===== config.mk =====
export PLATFORM = sky130hd
export DESIGN_NAME = raw10_fifo_unpacker_flat
export DESIGN_NICKNAME = d
export VERILOG_FILES = /design/src/rtl/dual_camera_pkg.sv /design/src/rtl/raw10_fifo_unpacker_if.sv /design/src/rtl/raw10_skid_fifo.sv /design/src/rtl/raw10_fifo_unpacker.sv /design/src/flat_wrapper.sv
export SDC_FILE = /design/constraint.sdc
export NUM_CORES = 1
export LEC_CHECK = 0
export ABC_CLOCK_PERIOD_IN_PS = 2400
export BUFFER_PORTS_ARGS = -buffer_cell sky130_fd_sc_hd__buf_2
export CORE_MARGIN = 2
export CORE_UTILIZATION = 30
export DETAILED_ROUTE_END_ITERATION = 12
export PLACE_DENSITY = 0.57
export SLEW_MARGIN = 20
export SYNTH_ARGS = -nofsm -noshare
export SYNTH_HDL_FRONTEND = slang
export SYNTH_SLANG_ARGS = --single-unit

===== constraint.sdc =====
create_clock -name RdClock -period 2.4 [get_ports RdClock]
set_input_delay 0.24 -clock RdClock [delete_from_list [all_inputs] [get_ports RdClock]]
set_output_delay 0.24 -clock RdClock [all_outputs]
set_load 0.1 [all_outputs]

===== src/rtl/dual_camera_pkg.sv =====
// Shared definitions for the dual-camera read path: packed FIFO word layout,
// pixel width and the unpacker state type.
package dual_camera_pkg;

  localparam int unsigned WORD_W   = 32;
  localparam int unsigned PIX_W    = 10;
  localparam int unsigned SOF_BIT  = 31;
  localparam int unsigned SOL_BIT  = 30;
  localparam int unsigned PIX0_MSB = 29;
  localparam int unsigned PIX0_LSB = 20;
  localparam int unsigned PIX1_MSB = 19;
  localparam int unsigned PIX1_LSB = 10;
  localparam int unsigned PIX2_MSB = 9;
  localparam int unsigned PIX2_LSB = 0;

  typedef enum logic {StIdle, StEmit} unpack_state_e;

  function automatic logic [PIX_W-1:0] word_pixel(input logic [WORD_W-1:0] word,
                                                  input logic [1:0]        idx);
    case (idx)
      2'd0:    return word[PIX0_MSB:PIX0_LSB];
      2'd1:    return word[PIX1_MSB:PIX1_LSB];
      default: return word[PIX2_MSB:PIX2_LSB];
    endcase
  endfunction

endpackage


===== src/rtl/raw10_fifo_unpacker_if.sv =====
// RAW10 pixel stream: one 10-bit pixel per beat with frame/line start markers.
interface raw10_fifo_unpacker_if import dual_camera_pkg::*; ();

  logic [PIX_W-1:0] pix_data;
  logic             pix_sof;
  logic             pix_sol;
  logic             pix_valid;
  logic             pix_ready;

  modport master (output pix_data, pix_sof, pix_sol, pix_valid, input pix_ready);
  modport slave  (input pix_data, pix_sof, pix_sol, pix_valid, output pix_ready);

endinterface


===== src/rtl/raw10_skid_fifo.sv =====
// Small synchronous word FIFO with fall-through read data and an occupancy count.
module raw10_skid_fifo import dual_camera_pkg::*; #(
  parameter int unsigned Depth = 2,
  localparam int unsigned PtrW = (Depth > 1) ? $clog2(Depth) : 1,
  localparam int unsigned CntW = $clog2(Depth + 1)
) (
  input  logic              clk_i,
  input  logic              rst_ni,
  input  logic              wr_en_i,
  input  logic [WORD_W-1:0] wr_data_i,
  input  logic              rd_en_i,
  output logic [WORD_W-1:0] rd_data_o,
  output logic [CntW-1:0]   count_o
);

  logic [WORD_W-1:0] mem_q [Depth];
  logic [PtrW-1:0]   wr_ptr_q, rd_ptr_q;
  logic [CntW-1:0]   count_q;

  function automatic logic [PtrW-1:0] ptr_inc(input logic [PtrW-1:0] p);
    return (p == PtrW'(Depth - 1)) ? '0 : p + 1'b1;
  endfunction

  always_ff @(posedge clk_i or negedge rst_ni) begin
    if (!rst_ni) begin
      wr_ptr_q <= '0;
      rd_ptr_q <= '0;
      count_q  <= '0;
    end else begin
      if (wr_en_i) wr_ptr_q <= ptr_inc(wr_ptr_q);
      if (rd_en_i) rd_ptr_q <= ptr_inc(rd_ptr_q);
      count_q <= count_q + CntW'(wr_en_i) - CntW'(rd_en_i);
    end
  end

  always_ff @(posedge clk_i) begin
    if (wr_en_i) mem_q[wr_ptr_q] <= wr_data_i;
  end

  assign rd_data_o = mem_q[rd_ptr_q];
  assign count_o   = count_q;

endmodule


===== src/rtl/raw10_fifo_unpacker.sv =====
// Read side of the packed RAW10 FIFO: issues reads, tracks read latency, unpacks 3 pixels/word.
// Optional per-line pixel counter enabled by defining RAW10_PIXCNT_EN.
module raw10_fifo_unpacker import dual_camera_pkg::*; #(
  parameter int unsigned RD_LATENCY = 1,
  parameter int unsigned BUF_WORDS  = 2
) (
  input  logic                  RdClock,
  input  logic                  Reset_n,
  input  logic                  enable,
  input  logic [WORD_W-1:0]     fifo_Q,
  input  logic                  fifo_Empty,
  output logic                  fifo_RdEn,
  raw10_fifo_unpacker_if.master pix,
  output logic                  busy
`ifdef RAW10_PIXCNT_EN
  ,
  output logic [15:0]           line_pixels,
  output logic                  short_line
`endif
);

  localparam int unsigned CntW  = $clog2(BUF_WORDS + 1);
  localparam int unsigned InflW = $clog2(RD_LATENCY + 1);

  logic [RD_LATENCY-1:0] lat_q, lat_d;
  logic [InflW-1:0]      in_flight;
  logic                  capture;

  logic [WORD_W-1:0]     buf_head;
  logic [CntW-1:0]       buf_count;
  logic                  buf_wr, buf_rd, buf_empty;

  unpack_state_e         state_q, state_d;
  logic [1:0]            idx_q, idx_d;
  logic [WORD_W-1:0]     word_q, word_d;
  logic                  hs, avail, load;
  logic [WORD_W-1:0]     next_word;

  always_comb begin
    in_flight = '0;
    for (int i = 0; i < RD_LATENCY; i++) in_flight += InflW'(lat_q[i]);
  end

  assign fifo_RdEn = Reset_n & enable & ~fifo_Empty &
                     ((32'(in_flight) + 32'(buf_count)) < BUF_WORDS);

  // Bit i set: a read issued i+1 cycles ago; the MSB marks the word now on fifo_Q.
  always_comb begin
    lat_d    = lat_q << 1;
    lat_d[0] = fifo_RdEn;
  end
  assign capture = lat_q[RD_LATENCY-1];

  raw10_skid_fifo #(
    .Depth (BUF_WORDS)
  ) u_skid (
    .clk_i     (RdClock),
    .rst_ni    (Reset_n),
    .wr_en_i   (buf_wr),
    .wr_data_i (fifo_Q),
    .rd_en_i   (buf_rd),
    .rd_data_o (buf_head),
    .count_o   (buf_count)
  );

  assign pix.pix_valid = (state_q == StEmit);
  assign pix.pix_data  = pix.pix_valid ? word_pixel(word_q, idx_q) : '0;
  assign pix.pix_sof   = pix.pix_valid & (idx_q == 2'd0) & word_q[SOF_BIT];
  assign pix.pix_sol   = pix.pix_valid & (idx_q == 2'd0) & (word_q[SOL_BIT] | word_q[SOF_BIT]);
  assign busy          = (in_flight != '0) | (buf_count != '0) | (state_q == StEmit);

  // An empty skid buffer is bypassed so a captured word can be loaded directly.
  always_comb begin
    hs        = pix.pix_valid & pix.pix_ready;
    buf_empty = (buf_count == '0);
    avail     = ~buf_empty | capture;
    next_word = buf_empty ? fifo_Q : buf_head;
    load      = avail & ((state_q == StIdle) | (hs & (idx_q == 2'd2)));
    buf_rd    = load & ~buf_empty;
    buf_wr    = capture & ~(load & buf_empty);

    state_d = state_q;
    idx_d   = idx_q;
    word_d  = word_q;
    unique case (state_q)
      StIdle: begin
        if (load) begin
          state_d = StEmit;
          idx_d   = 2'd0;
          word_d  = next_word;
        end
      end
      StEmit: begin
        if (hs) begin
          if (idx_q != 2'd2) begin
            idx_d = idx_q + 2'd1;
          end else if (load) begin
            idx_d  = 2'd0;
            word_d = next_word;
          end else begin
            state_d = StIdle;
            idx_d   = 2'd0;
          end
        end
      end
      default: state_d = StIdle;
    endcase
  end

  always_ff @(posedge RdClock or negedge Reset_n) begin
    if (!Reset_n) begin
      lat_q   <= '0;
      state_q <= StIdle;
      idx_q   <= '0;
      word_q  <= '0;
    end else begin
      lat_q   <= lat_d;
      state_q <= state_d;
      idx_q   <= idx_d;
      word_q  <= word_d;
    end
  end

`ifdef RAW10_PIXCNT_EN
  logic [15:0] pix_cnt_q, line_pixels_q;
  logic        short_q, first_line_q;

  // first_line_q suppresses the length compare for the line that follows an SOF.
  always_ff @(posedge RdClock or negedge Reset_n) begin
    if (!Reset_n) begin
      pix_cnt_q     <= '0;
      line_pixels_q <= '0;
      short_q       <= 1'b0;
      first_line_q  <= 1'b1;
    end else begin
      short_q <= 1'b0;
      if (hs) begin
        if (pix.pix_sol) begin
          pix_cnt_q     <= 16'd1;
          line_pixels_q <= pix_cnt_q;
          short_q       <= ~first_line_q & (pix_cnt_q != line_pixels_q);
          first_line_q  <= pix.pix_sof;
        end else begin
          pix_cnt_q <= pix_cnt_q + 16'd1;
        end
      end
    end
  end

  assign line_pixels = line_pixels_q;
  assign short_line  = short_q;
`endif

endmodule

===== src/flat_wrapper.sv =====
// flat-port wrapper written by rule: the top's interface ports become plain ports
module raw10_fifo_unpacker_flat import dual_camera_pkg::*;
#(
  parameter int unsigned RD_LATENCY = 1,
  parameter int unsigned BUF_WORDS  = 2
)
  (RdClock, Reset_n, enable, fifo_Q, fifo_Empty, fifo_RdEn, busy, pix_pix_data, pix_pix_sof, pix_pix_sol, pix_pix_valid, pix_pix_ready);
  raw10_fifo_unpacker_if pix_i ();
  input  logic RdClock;
  input  logic Reset_n;
  input  logic enable;
  input  logic [WORD_W-1:0] fifo_Q;
  input  logic fifo_Empty;
  output logic fifo_RdEn;
  output logic busy;
  output wire logic [$bits(pix_i.pix_data)-1:0] pix_pix_data;
  output wire logic [$bits(pix_i.pix_sof)-1:0] pix_pix_sof;
  output wire logic [$bits(pix_i.pix_sol)-1:0] pix_pix_sol;
  output wire logic [$bits(pix_i.pix_valid)-1:0] pix_pix_valid;
  input wire logic [$bits(pix_i.pix_ready)-1:0] pix_pix_ready;
  assign pix_pix_data = pix_i.pix_data;
  assign pix_pix_sof = pix_i.pix_sof;
  assign pix_pix_sol = pix_i.pix_sol;
  assign pix_pix_valid = pix_i.pix_valid;
  assign pix_i.pix_ready = pix_pix_ready;
  raw10_fifo_unpacker #(.RD_LATENCY(RD_LATENCY), .BUF_WORDS(BUF_WORDS)) u_core (.RdClock(RdClock), .Reset_n(Reset_n), .enable(enable), .fifo_Q(fifo_Q), .fifo_Empty(fifo_Empty), .fifo_RdEn(fifo_RdEn), .pix(pix_i), .busy(busy));
endmodule

-- After elaboration in Yosys (flattened, before gate mapping)
Memories as Yosys holds them, arrays and structs flattened.
Index checks and enable logic that the tools add are counted.
- output and inout bits: 15
- memories kept: 1
- bits in read-only memories: 0
- memory bits (writable): 64
- register bits after elaboration: 40
- input bits: 37
- bits in latches: 0
- word-level logic and storage cells: 66
- multiplexer cells: 19
- magnitude comparators: 1
- reductions and logical operators: 5
- shift-type cells: 0
- divide/modulo/power cells: 0
- add/sub/neg operators: 6
- bitwise gates (word level): 21
- equality and inequality tests: 6
- $mul: 0
- memory list (name ; depth ; width ; read ports ; clocked after memory_dff ; wr ports ; line ; source):
    u_core.u_skid.mem_q ; 2 ; 32 ; 1 ; 0 ; 1 ; raw10_skid_fifo.sv:16 ; logic [WORD_W-1:0] mem_q [Depth];
- operators by type and width (operator ; count):
    32-bit two-way mux ; 4
    32-bit one-hot mux with 2 select lines ; 1
    32-bit by 2-bit less-than comparator with 1-bit output, second input constant ; 1
    10-bit one-hot mux with 2 select lines ; 1
    1-bit AND ; 12
    10-bit two-way mux ; 1
    1-bit two-way mux ; 7
    2-bit two-way mux ; 3
    2-bit inequality test, second input constant ; 3
    1-bit bitwise OR ; 5
    2-bit logical NOT ; 2
    1-bit NOT ; 4
    2-bit one-hot mux with 2 select lines ; 1
    2-bit AND reduction ; 2
    1-bit by 2-bit adder with 3-bit output ; 1
    1-bit adder, second input constant ; 2
    2-bit by 1-bit adder with 2-bit output ; 1
    2-bit by 1-bit adder with 2-bit output, second input constant ; 1
    2-bit by 1-bit equality test with 1-bit output, second input constant ; 1
    2-bit equality test, second input constant ; 1
    2-bit by 1-bit inequality test with 1-bit output, second input constant ; 1
    1-bit one-hot mux with 2 select lines ; 1
    2-bit nonzero test ; 1
    2-bit by 1-bit subtractor with 2-bit output ; 1

-- Logic depth before layout (Yosys ltp)
- depth after elaboration: 9
- gate-level depth with buffers: 9
- gate-level depth less buffers: 8

-- Hierarchy
Synthesis repeated with hierarchy kept, for this count alone.
- cell total of the unflattened synthesis: 295
- area, all modules: 4579.4 µm²
- modules (own cells, without submodules) (module ; cells each ; instances ; area each (µm²) ; seq. area each (µm²)):
    raw10_skid_fifo ; 113 ; 1 ; 2648.8 ; 2021.9
    raw10_fifo_unpacker ; 182 ; 1 ; 1930.6 ; 900.9

-- Worst setup path after synthesis
OpenSTA, ideal clock, no wires.
- path kind: reg-to-reg
- start: reg u_core.lat_q (netlist: u_core.capture)
- end: reg u_core.lat_q (netlist: u_core.capture)
- cell stages (with the launch flop): 2
- data arrival time: 5.228 ns
- path slack: -3.434 ns
- setup time: 0.606 ns
- path through: dfrtp_1 a2111oi_0
- longest elaborated chain between the ends: 3
- ends and longest elaborated chain (element ; line ; source):
    from (decl) ; raw10_fifo_unpacker.sv:25 ; logic [RD_LATENCY-1:0] lat_q, lat_d;
    from (signal assigned) ; raw10_fifo_unpacker.sv:117 ; lat_q <= lat_d;
    1-bit by 2-bit adder with 3-bit output ; raw10_fifo_unpacker.sv:45 ; ((32'(in_flight) + 32'(buf_count)) < BUF_WORDS);
    32-bit by 2-bit less-than comparator with 1-bit output ; raw10_fifo_unpacker.sv:45 ;
    1-bit AND ; raw10_fifo_unpacker.sv:44 ; assign fifo_RdEn = Reset_n & enable & ~fifo_Empty &
    named net fifo_RdEn ; flat_wrapper.sv:14 ; output logic fifo_RdEn;
The timed path passes the listed nets, and every way through them passes these cells.
A chain may end at the register's enable or synchronous reset.

-- Final worst setup path
- start: reg u_core.idx_q[0]
- end: out pix_pix_data[9]
- longest elaborated chain between the ends: 3
- elaborated cells between the ends (all ways): 4
- ends and longest elaborated chain (element ; line ; source):
    from (decl) ; raw10_fifo_unpacker.sv:34 ; logic [1:0] idx_q, idx_d;
    from (signal assigned) ; raw10_fifo_unpacker.sv:119 ; idx_q <= idx_d;
    2-bit by 1-bit equality test with 1-bit output / 2-bit logical NOT (equally long branches) ; dual_camera_pkg.sv:20 ; case (idx)
    10-bit one-hot mux with 2 select lines * ; dual_camera_pkg.sv:20 ;
    10-bit two-way mux * ; raw10_fifo_unpacker.sv:67 ; assign pix.pix_data = pix.pix_valid ? word_pixel(word_q, idx_q) : '0;
    to (decl) ; flat_wrapper.sv:16 ; output wire logic [$bits(pix_i.pix_data)-1:0] pix_pix_data;
Every way passes the cells marked *; elsewhere a longest branch is shown, timed or not.

==> impl_results.md <==
* Mean Syn Cell Area at 14.9 µm²
* Rows at 44
* Drt first pass iters at 4
* Max-cap violations at 0
* Unrepaired setup endpoints after global routing: no
* Routability-driven placement congestion ratio at between 0.7 and 0.8
* Final wirelength at between 9000 and 10000 µm
* Peak supply drop at around 1.2 mV
* Post CTS Setup Buffer Count at 0
* I/O Buffers at 51
* WL per Instance at 18.2 µm
* Fillcell total at around 1500
* Vias in the first global route at approximately 2800
* CP delay by family, top: buffers and inverters
* Total CTS buffers at 9
* Post-cts resize count at 0
* Clk buf depth at 2
* Share of post-route cells with drive strength above 1 at a little under two fifths
* Placed Area at 4980 µm²
* Pwr Total at around 7.8 mW
* Reg clk slew, reported paths at ~70 ps
* Reg2Reg Setup Slack at approximately 370 ps
* P&R area growth vs syn at 17.9%
* Leak at 1.98 nW
* Yosys reg bits at 104
* Most frequent cells in the layout: edfxtp_1 (64), buf_2 (50), dfrtp_1 (39)
* Synth Warn # at 0
* H-Tree Level Count at 3
* Most common cell after layout, fill and taps aside: edfxtp_1
* CP peak stage delay at 450 ps
* Initial Utilization at approximately 31%
* Full die area at 15900 µm²
* Multi-input logic area at between 1000 and 1500 µm²
* Syn Inst Count at between 300 and 400
* Tcrit/Tclk final at roughly 90%
* Final HPWL DP at about 6500 µm
* Clk Latency, worst-skew pair at about 350 ps
* CTS tree: yes
* Hold Slack at about 93 ps
* Die X at roughly 130 µm
* DR vias at roughly 2600
* Post-Layout Cell Count at ~540
* Antenna Cells at 0
* CTS sink count at around 100
* CP Launch Type: register
* Remaining global-route overflow at 0
* Number of flops mapped to enable cells by yosys at 64
* Fmax at 474 MHz
* Slew @ Worst Pin at 820 ps
* First-pass GRT wire length at approximately 16000 µm
* Worst Path Buf+Inv at 2
* Setup CP Type: register to primary output
* Req. time, crit path at about 2200 ps
* DRC marker count from the first detailed-route iteration at between 100 and 150
* CP cell instances: buf_4 -> mux2i_1 -> o21ai_0 -> and2_1 -> buf_2
* Status: finished clean
* Root Buffer Master: clkbuf_16
* HP Class: input port to register
* Slew Limit Headroom at around 45%
* Synthesized area at roughly 4500 µm²
* Max Transition Viols Final at 0
* Yosys cell types at 34
* Final setup vio count at 0
* Largest net degree at the start of global routing at 41
* Vias per inst at between 4 and 5
* Total GRT Usage at 13.2%
* Register area share after synthesis at between 60% and 70%
* Post-Route Setup TNS at 0 ps
* Pwr/cell area at 1470 nW/µm²
* Slowest CP cell: buf_2
* Crit-path max FO at 14
* Placed insts at about 530
* Storage cell area at between 2000 and 3000 µm²
* Finished Cell Area at 5280 µm²
* I/O pins at 52
* Worst Setup End Kind: primary output
* Post-layout min period at about 2100 ps
* Antenna Nets Post-Route at 0
* Fin. Hold Viols at 0
* # DRC at 0
* FFs w/ async S/R, synth at ~38%
* Ys flop type: edfxtp_1
* Clk_skew at about 11 ps
* Post-layout net count at slightly below 400
* Critical Path AT at between 1500 and 2000 ps
* Initial antenna violation count at 0
* Core ar. at approximately 15000 µm²
* Height of the die at between 100 and 150 µm
* Post-synthesis net count at 340
[synth_stat cells (2+ instances only)]
master | number | share of area, %
buf_4 | 3 | 0.50
edfxtp_1 | 64 | 43
nor2_1 | 3 | 0.25
ha_1 | 2 | 0.56
buf_2 | 8 | 0.89
o22ai_2 | 8 | 2.2
nand2b_1 | 2 | 0.28
buf_6 | 4 | 1.0
nand2_1 | 16 | 1.3
and2_1 | 11 | 1.5
xnor2_1 | 2 | 0.39
a2bb2oi_1 | 32 | 6.3
mux2i_1 | 13 | 2.9
o22ai_1 | 23 | 3.2
dfrtp_1 | 40 | 22
mux2_2 | 31 | 7.8
and3b_1 | 2 | 0.39
o21ai_0 | 13 | 1.5
clkbuf_1 | 8 | 0.67
a21oi_1 | 2 | 0.22
[final cells by class]
cell class / count / area share (%)
Clock buffer: 10 / 4.34
Clock inverter: 5 / 1.07
Inverter: 1 / 0.0712
Tap cell: 184 / 4.36
Timing Repair Buffer: 66 / 7.31
Multi-Input combinational cell: 173 / 27.4
Sequential cell: 104 / 55.4
[path summary, 6_finish.rpt]
| path | from | to | cells after the start |
|---|---|---|---|
| worst min register to register | u_core.word_q[30] | u_core.word_q[30] | 1 |
| worst max-delay path | u_core.idx_q[0] | pix_pix_data[9] | 5 |
| min in group asynchronous | Reset_n | u_core.u_skid.count_o[1] | 3 |
| worst max register to register | u_core.u_skid.count_o[0] | u_core.u_skid.mem_q[0][3] | 4 |
| worst min-delay path | fifo_Q[6] | u_core.u_skid.mem_q[0][6] | 1 |
| max in group asynchronous | Reset_n | u_core.pix.pix_valid | 3 |
[flip-flops by register name, summed over array words and instances, names as in the netlist]
signal	cells
u_core.word_q	32
u_core.u_skid.mem_q	64
u_core.capture	1
u_core.u_skid.rd_ptr_q	1
u_core.u_skid.count_o	2
u_core.pix.pix_valid	1
u_core.u_skid.wr_ptr_q	1
u_core.idx_q	2
[routing by layer]
| metal | global-route usage (%) | vias up | share of wire, % |
|---|---|---|---|
| li1 | - | 1272 | - |
| met1 | 17.5 | 1312 | 46 |
| met3 | 4.55 | 8 | 4.7 |
| met4 | 2.71 | 0 | 0.90 |
| met2 | 21.1 | 50 | 48 |
| met5 | 0 | - | 0 |
[stage by stage]
step / util (%) / setup WS [ps]
floorplan: - / -1.92
detailed placement: 34.3 / 294
global route: 36.3 / 181
global placement: 34.3 / 393
CTS: 36.3 / 278
finish: 36.3 / 292
[logic make-up after synthesis]
kind of cell             share of synthesized area (%)
buffers and inverters                             3.16
adder cells (fa/ha/maj)                          0.559
AO/OA/AOI/OAI                                     14.4
AND/OR/NAND/NOR                                   5.26
multiplexers                                      10.7
flip-flops                                        65.3
XOR/XNOR                                         0.587
[power breakdown]
| part | internal, mW | switching (mW) |
|---|---|---|
| clock network | 0.803 | 0.632 |
| logic | 1.19 | 2.61 |
| registers | 2.30 | 0.227 |
[repair_timing]
item | 4_1_cts | 5_1_grt
hold buffers | 1 | 0
endpoints found under the setup margin | 0 | 0
hold endpoints to repair | 40 | 0
Power figures use the tool's default switching activity.
